## src/rtl/fma16_sched.sv

```systemverilog
// fma16_sched: round-robin front end that shares one combinational fma16 datapath
// between NREQ requesters, holding operands for EXEC_CYCLES before capturing the result.
module fma16_sched #(
    parameter int NREQ        = 2,
    parameter int EXEC_CYCLES = 1,
    localparam int IDW        = (NREQ > 1) ? $clog2(NREQ) : 1,
    localparam int CNTW       = $clog2(EXEC_CYCLES + 1)
) (
    input  logic                 clk,
    input  logic                 reset,
    input  logic [NREQ-1:0]      req_valid,
    output logic [NREQ-1:0]      req_ready,
    input  logic [3*NREQ-1:0]    req_op,
    input  logic [16*NREQ-1:0]   req_x,
    input  logic [16*NREQ-1:0]   req_y,
    input  logic [16*NREQ-1:0]   req_z,
    input  logic [2*NREQ-1:0]    req_rm,
    output logic                 rsp_valid,
    input  logic                 rsp_ready,
    output logic [IDW-1:0]       rsp_id,
    output logic [15:0]          rsp_result,
    output logic                 rsp_err,
    output logic [15:0]          fma_x,
    output logic [15:0]          fma_y,
    output logic [15:0]          fma_z,
    output logic                 fma_mul,
    output logic                 fma_add,
    output logic                 fma_negr,
    output logic                 fma_negz,
    output logic [1:0]           fma_rm,
    input  logic [15:0]          fma_result
);

    typedef enum logic [1:0] {
        IDLE = 2'd0,
        EXEC = 2'd1,
        DONE = 2'd2
    } state_t;

    state_t          state_q, state_d;
    logic [IDW-1:0]  ptr_q, ptr_d;
    logic [CNTW-1:0] cnt_q, cnt_d;
    logic [15:0]     fma_x_q, fma_x_d, fma_y_q, fma_y_d, fma_z_q, fma_z_d;
    logic [1:0]      fma_rm_q, fma_rm_d;
    logic [3:0]      fma_ctl_q, fma_ctl_d;
    logic [IDW-1:0]  rsp_id_q, rsp_id_d;
    logic [15:0]     rsp_result_q, rsp_result_d;
    logic            rsp_err_q, rsp_err_d;
    logic            rsp_valid_q, rsp_valid_d;

    logic            grant_vld;
    logic [IDW-1:0]  grant_idx;
    logic [2:0]      sel_op;
    logic [15:0]     sel_x, sel_y, sel_z;
    logic [1:0]      sel_rm;
    logic [4:0]      dec;

    // Returns {legal, mul, add, negr, negz}.
    function automatic logic [4:0] decode_op(input logic [2:0] op);
        case (op)
            3'b000:  decode_op = 5'b1_0100;
            3'b001:  decode_op = 5'b1_0101;
            3'b010:  decode_op = 5'b1_1000;
            3'b011:  decode_op = 5'b1_1100;
            3'b100:  decode_op = 5'b1_1101;
            3'b101:  decode_op = 5'b1_1110;
            3'b110:  decode_op = 5'b1_1111;
            default: decode_op = 5'b0_0000;
        endcase
    endfunction

    // Search upward from ptr+1; the nested constant loops keep every select static.
    always_comb begin
        grant_vld = 1'b0;
        grant_idx = '0;
        for (int k = 1; k <= NREQ; k++) begin
            for (int j = 0; j < NREQ; j++) begin
                if (!grant_vld && req_valid[j] && ((int'(ptr_q) + k) % NREQ) == j) begin
                    grant_vld = 1'b1;
                    grant_idx = IDW'(j);
                end
            end
        end
    end

    always_comb begin
        sel_op    = '0;
        sel_x     = '0;
        sel_y     = '0;
        sel_z     = '0;
        sel_rm    = '0;
        req_ready = '0;
        for (int j = 0; j < NREQ; j++) begin
            if (grant_idx == IDW'(j)) begin
                sel_op = req_op[3*j +: 3];
                sel_x  = req_x[16*j +: 16];
                sel_y  = req_y[16*j +: 16];
                sel_z  = req_z[16*j +: 16];
                sel_rm = req_rm[2*j +: 2];
            end
            req_ready[j] = (state_q == IDLE) && grant_vld && (grant_idx == IDW'(j));
        end
        dec = decode_op(sel_op);
    end

    always_comb begin
        state_d      = state_q;
        ptr_d        = ptr_q;
        cnt_d        = cnt_q;
        fma_x_d      = fma_x_q;
        fma_y_d      = fma_y_q;
        fma_z_d      = fma_z_q;
        fma_rm_d     = fma_rm_q;
        fma_ctl_d    = fma_ctl_q;
        rsp_id_d     = rsp_id_q;
        rsp_result_d = rsp_result_q;
        rsp_err_d    = rsp_err_q;
        rsp_valid_d  = rsp_valid_q;
        case (state_q)
            IDLE: begin
                if (grant_vld) begin
                    ptr_d    = grant_idx;
                    rsp_id_d = grant_idx;
                    if (dec[4]) begin
                        fma_x_d   = sel_x;
                        fma_y_d   = sel_y;
                        fma_z_d   = sel_z;
                        fma_rm_d  = sel_rm;
                        fma_ctl_d = dec[3:0];
                        cnt_d     = CNTW'(EXEC_CYCLES - 1);
                        state_d   = EXEC;
                    end else begin
                        // Illegal opcode answers with a canonical NaN and never touches fma_*.
                        rsp_result_d = 16'h7E00;
                        rsp_err_d    = 1'b1;
                        rsp_valid_d  = 1'b1;
                        state_d      = DONE;
                    end
                end
            end
            EXEC: begin
                if (cnt_q == '0) begin
                    rsp_result_d = fma_result;
                    rsp_err_d    = 1'b0;
                    rsp_valid_d  = 1'b1;
                    state_d      = DONE;
                end else begin
                    cnt_d = cnt_q - CNTW'(1);
                end
            end
            DONE: begin
                if (rsp_ready) begin
                    rsp_valid_d = 1'b0;
                    state_d     = IDLE;
                end
            end
            default: state_d = IDLE;
        endcase
    end

    always_ff @(posedge clk) begin
        if (reset) begin
            state_q      <= IDLE;
            ptr_q        <= IDW'(NREQ - 1);
            cnt_q        <= '0;
            fma_x_q      <= '0;
            fma_y_q      <= '0;
            fma_z_q      <= '0;
            fma_rm_q     <= '0;
            fma_ctl_q    <= '0;
            rsp_id_q     <= '0;
            rsp_result_q <= '0;
            rsp_err_q    <= 1'b0;
            rsp_valid_q  <= 1'b0;
        end else begin
            state_q      <= state_d;
            ptr_q        <= ptr_d;
            cnt_q        <= cnt_d;
            fma_x_q      <= fma_x_d;
            fma_y_q      <= fma_y_d;
            fma_z_q      <= fma_z_d;
            fma_rm_q     <= fma_rm_d;
            fma_ctl_q    <= fma_ctl_d;
            rsp_id_q     <= rsp_id_d;
            rsp_result_q <= rsp_result_d;
            rsp_err_q    <= rsp_err_d;
            rsp_valid_q  <= rsp_valid_d;
        end
    end

    assign fma_x      = fma_x_q;
    assign fma_y      = fma_y_q;
    assign fma_z      = fma_z_q;
    assign fma_rm     = fma_rm_q;
    assign fma_mul    = fma_ctl_q[3];
    assign fma_add    = fma_ctl_q[2];
    assign fma_negr   = fma_ctl_q[1];
    assign fma_negz   = fma_ctl_q[0];
    assign rsp_valid  = rsp_valid_q;
    assign rsp_id     = rsp_id_q;
    assign rsp_result = rsp_result_q;
    assign rsp_err    = rsp_err_q;

endmodule

```

## config.mk

```make
export PLATFORM = sky130hd
export DESIGN_NAME = fma16_sched
export DESIGN_NICKNAME = d
export VERILOG_FILES = /design/src/rtl/fma16_sched.sv
export SDC_FILE = /design/constraint.sdc
export NUM_CORES = 1
export LEC_CHECK = 0
export CELL_PAD_IN_SITES_DETAIL_PLACEMENT = 1
export CELL_PAD_IN_SITES_GLOBAL_PLACEMENT = 1
export CORE_AREA = 10 10 127 129
export DETAILED_ROUTE_END_ITERATION = 10
export DIE_AREA = 0 0 137 139
export GPL_TIMING_DRIVEN = 0
export PLACE_DENSITY_LB_ADDON = 0.3
export REMOVE_ABC_BUFFERS = 1
export SYNTH_ARGS = -nofsm -noshare
export SYNTH_HDL_FRONTEND = slang
export SYNTH_SLANG_ARGS = --single-unit
```

## constraint.sdc

```tcl
create_clock -name clk -period 1.9 [get_ports clk]
set_clock_uncertainty 0.15 [all_clocks]
set_input_delay 0.38 -clock clk [delete_from_list [all_inputs] [get_ports clk]]
set_output_delay 0.38 -clock clk [all_outputs]
set_load 0.005 [all_outputs]
```

## Word level (Yosys, flattened, before mapping)

Cells that the tools add are included.
Widths: inputs -> output; s select.

| word-level totals | value |
|---|---|
| bits in latches | 0 |
| ROM bits | 0 |
| word-level logic and storage cells | 91 |
| flip-flop bits (word level) | 77 |
| memories | 0 |
| bits in writable memories | 0 |

| cells by class | value |
|---|---|
| shift operators | 0 |
| $lt $le $gt $ge | 0 |
| equality and inequality tests | 15 |
| div/mod/pow operators | 0 |
| multipliers | 0 |
| bitwise logic cells | 3 |
| reductions and logical operators | 25 |
| muxes and demuxes | 33 |
| add/subtract/negate cells | 3 |

Operator list:

| cell | count |
|---|---|
| $mux 16 | 6 |
| $logic_not 32->1 | 2 |
| $pmux 5 s7 | 1 |
| $pmux 16 s2 | 1 |
| $mux 1 | 15 |
| $logic_and 1x1->1 | 10 |
| $mux 2 | 5 |
| $ne 2x2->1 const B | 5 |
| $eq 3x3->1 const B | 3 |
| $reduce_and 3->1 | 3 |
| $eq 2x2->1 const B | 3 |
| $eq 3x2->1 const B | 2 |
| $pmux 2 s3 | 1 |
| $reduce_and 5->1 | 1 |
| $pmux 1 s2 | 2 |
| $reduce_and 4->1 | 1 |
| $eq 3x1->1 const B | 1 |
| $logic_not 1->1 | 3 |
| $logic_not 3->1 | 1 |
| $mux 3 | 1 |
| $pmux 1 s3 | 1 |
| $reduce_bool 3->1 | 1 |
| $add 1x1->1 const B | 2 |
| $and 1x1->1 const A | 2 |
| other kinds (6) | 6 |

## Longest topological paths before layout

| depth | value |
|---|---|
| depth in word-level cells | 23 |
| mapped depth | 7 |
| gate-level depth less buffers | 4 |

## Least setup slack after synthesis

No wires, ideal clock.

| path | value |
|---|---|
| kind | input to register |
| start | input req_valid[1] |
| end | register fma_rm_q[0], in the netlist fma_rm[0] |
| slack | 254 ps |
| library setup time | 89 ps |
| cell stages on the path | 6 |
| arrival time | 1407 ps |
| buffers on the path | 2 |
| required time | 1661 ps |
| cell sequence | a21bo_4 mux2i_4 and2_1 buf_6 buf_6 a311oi_2 |

| between the ends | value |
|---|---|
| cells in the longest elaborated chain, start to end | 15 |

Ends and longest elaborated chain:

| item | RTL line | RTL |
|---|---|---|
| start, declared | 11 | `input logic [NREQ-1:0] req_valid,` |
| $logic_and 1x1->1 (2 in series) | 78 | `if (!grant_vld && req_valid[j] && ((int'(ptr_q) + k) % NREQ) == j) begin` |
| $mux 1 | 78 |  |
| $logic_not 1->1 | 78 |  |
| $logic_and 1x1->1 (2 in series) | 78 |  |
| $mux 1 | 78 |  |
| $logic_not 1->1 | 78 |  |
| $logic_and 1x1->1 (2 in series) | 78 |  |
| $mux 1 | 78 |  |
| $mux 3 | 94 | `if (grant_idx == IDW'(j)) begin` |
| $eq 3x3->1, or another cell as far along | 60 | `case (op)` |
| $pmux 5 s7 | 60 |  |
| $reduce_and 3->1 (no source line) | - |  |
| end signal, assigned | 182 | `fma_rm_q <= fma_rm_d;` |
| end, declared | 44 | `logic [1:0] fma_rm_q, fma_rm_d;` |

Parallel ways exist; a longest one is shown, timed or not.
A chain may end at the register's enable or synchronous reset.

## Worst setup path in the final report

| path | value |
|---|---|
| start | register state_q[1] |
| end | register fma_rm_q[0], in the netlist fma_rm[0] |

| between the ends | value |
|---|---|
| cells in the longest elaborated chain, start to end | 2 |

Ends and longest elaborated chain:

| item | RTL line | RTL |
|---|---|---|
| start, declared | 40 | `state_t state_q, state_d;` |
| start signal, assigned | 176 | `state_q <= state_d;` |
| $logic_not 2->1 | 119 | `case (state_q)` |
| $reduce_and 3->1 (no source line) | - |  |

No other way between the ends.

==> key figures <==
Setup path
  • R2R cell count: 5
  • Setup CP Type: register to register
  • Critical path origin: state_q[1]$_SDFFE_PP0P_
  • Crit-path cells: nor2_4 -> o21a_4 -> buf_12 -> and2_2 -> a311oi_2
  • Critical R2R Launch: state_q[1]$_SDFFE_PP0P_
  • CP max FO: 36
  • Worst endpoint required time: 1.96 ns
  • Top cell family by delay on the critical path: simple AND/OR/NAND/NOR gates
  • Critical Path Sink Type: register
  • CP max stage delay: approximately 0.35 ns
  • Critical Path AT: 1.90 ns
  • CP max-delay cell: dfxtp_4
  • Buf/Inv on CP: 1
  • Worst setup SP type: register
  • WP depth: 5

Place
  • Cells after DPL: 768
  • Gpl congestion: a little under 0.8
  • HPWL after DPL: 11300 um
  • PortBufs: 201

Synth
  • #FFs+latches synth: 76
  • Ys async rst share: 0%
  • Seq/Total Area, Yosys: about 41%
  • Number of synthesized flops with an enable pin: 0
  • Post-synth top area share: 40.6%
  • Synth cell types: 33
  • Area contributors post-synth: dfxtp_1, a311oi_2, a21oi_1
  • Cell with the most instances after synthesis: nand2_1
  • Synthesized area: 3750 sq um
  • Area leader, netlist: dfxtp_1
  • Most frequent cells after synthesis: nand2_1, a21oi_1, dfxtp_1, a311oi_2
  • Avg Cell Area, Syn: 8.86 sq um
  • Yosys warnings: 0
  • Dominant synthesized flop cell: dfxtp_1
  • Cells after Synth: 423

Power and ir drop
  • Total power: slightly below 6 mW
  • Lkg Pwr: 2.42 nW
  • Maximum VDD drop: 0.345 mV
  • Pwr/cell area: between 800 and 900 nW/um^2

Detailed routing
  • Antenna viol nets, final: 0
  • DR WL/cell: 22.2 um
  • Vias per cell: 5.17
  • Detailed Route WL: 18200 um
  • Via count: approximately 4200
  • Starting DRC count in detailed routing: 145
  • Pre-antenna DRT Iters: 4
  • Residual DRC count: 0

Clock tree
  • Total CTS buffers: 9
  • Clock sinks: 76
  • Clock network latency to the later pin of the worst-skew pair: about 0.34 ns
  • Root buffer cell: clkbuf_16
  • H-Tree Depth: 3
  • Clk slew on worst S/H paths: 0.06 ns
  • CTS tree: built
  • Hold-fix buffer count after cts: 0
  • CTS max path bufs: 2

Global route
  • Gr usage total: 18.3%
  • Gr ovfl total: 0
  • Initial antenna violation count: 0
  • Vias in the first global route: ~4600
  • Grt met1 use: 20.8%
  • Global-route wire length before repair: 27200 um
  • M2 GR Usage: 30.5%
  • Pin count of the biggest net entering global routing: 40
  • Most Used Layer, Global Route: met2
  • M3 GR Usage: 8.55%

Timing
  • Final TNS setup: 0 ns
  • Final hold viol count: 0
  • # setup viols final: 0
  • Worst-Margin Slew: 0.762 ns
  • F_max: approximately 540 MHz
  • Worst hold slack: 0.317 ns
  • Post-layout min period: 1.84 ns
  • Slew Limit Headroom: 49.2%
  • Final period util: 96.7%
  • Unrepaired setup endpoints after global routing: true
  • Slew Limit Fails: 0

Finish
  • Non-Filler Instances: around 800
  • Layout Nets: 759
  • Multi-input logic area: approximately 2200 sq um
  • Fill cell count: 1560
  • Layout cell share with drive strength beyond 1: 19.6%
  • Sequential Area: 1530 sq um
  • Area grow syn2layout: 79.2%
  • # diodes: 0

Die
  • Die area: 19000 sq um
  • Area of the core: between 10000 and 15000 sq um
  • Rows: 43
  • Die H: 139 um
  • Die Width: about 140 um
  • # IOs: between 200 and 250
  • Initial Util: 27.4%

Hold path
  • Worst Hold Class: register to register
  • Hold Crit Start: rsp_result[11]$_SDFFE_PP0P_
  • Hold Crit Depth: 1

Status
  • Status: completed

Run
  • Max_cap viols: 0
## placed cells by master (no fill, tap or decap), drive strengths merged
cell type,count
clkdlybuf4s50,190
bufinv,2
a21boi,1
a211oi,11
bufbuf,1
a311oi,51
a211o,2
clkbuf,11
dlymetal6s2s,1
a31oi,1
nand2b,2
a32o,1
nor2b,1
o21ai,2
clkinv,1
nor2,18
dfxtp,76
a32oi,1
o211ai,2
and2b,1
and2,6
mux2i,3
inv,2
clkinvlp,3
nor4b,2
o31ai,1
or3,1
a21bo,3
and3,4
o21a,9
nand3,3
dlygate4sd2,5
buf,32
a21oi,79
nor3,4
nand2,104
## per-layer routing
| layer | wire length (um) | up-vias | part of all wire (%) |
|---|---|---|---|
| li1 | - | 1980 | - |
| met1 | 7440 | 2086 | 41 |
| met2 | 8780 | 153 | 48 |
| met3 | 1820 | 7 | 10 |
| met4 | 117 | 0 | 0.64 |
| met5 | 0 | - | 0 |
## worst paths after layout
path | end | slack [ns]
worst max-delay path | fma_rm[0]$_SDFFE_PP0P_ | 0.06
worst min-delay path | rsp_result[11]$_SDFFE_PP0P_ | 0.32
worst max register to register | fma_rm[0]$_SDFFE_PP0P_ | 0.06
worst min register to register | rsp_result[11]$_SDFFE_PP0P_ | 0.32
## power by group
group	internal [mW]	total [mW]	leakage, nW	switching [mW]
sequential	1.81	1.93	0.630	0.125
clock	1.18	1.91	0.151	0.729
combinational	1.07	1.98	1.64	0.910
## area by class of cell
| cell class | count | share of cell area, % |
|---|---|---|
| repair buffers | 230 | 36.1 |
| clock buffers | 10 | 3.56 |
| inverters | 2 | 0.112 |
| well taps | 180 | 3.35 |
| multi-input cells | 313 | 32.7 |
| clock inverters | 6 | 1.30 |
| flip-flops and latches | 76 | 22.8 |
## what timing repair did
action	4_1_cts	5_1_grt
buffers inserted	22	1
setup endpoints to repair	78	61
pin swaps	6	7
cloned	10	1
resized for setup	50	10
## flip-flops by register name, indices dropped and copies added, names as in the netlist, 2 cells and up
register,cells
fma_z,16
fma_x,16
rsp_result,16
fma_y,16
fma_ctl_q,4
fma_rm,2
state_q,2
## per-stage QoR
step                      util [%]  cell area, sq um  setup slack [ns]
after global placement        42.2              5760             -4.43
final                         49.1              6720            0.0631
after CTS                     48.9              6680           0.00253
after detailed placement      43.2              5910             -2.49
after floorplan                  -              3530             -2.15
after global routing          49.1              6720           -0.0198
## cell families after synthesis
| family | after synthesis | synth area share (%) |
|---|---|---|
| AO/OA/AOI/OAI | 161 | 37.1 |
| buffers and inverters | 43 | 6.14 |
| flip-flops | 76 | 40.6 |
| multiplexers | 2 | 0.868 |
| AND/OR/NAND/NOR | 141 | 15.3 |
## worst reg2reg max path, stage by stage, from the launching register on
cell	delay [ns]
dfxtp_4	0.35
nor2_4	0.17
o21a_4	0.30
buf_12	0.24
and2_2	0.36
a311oi_2	0.13
Note: power is estimated with default switching activity, not from simulation.
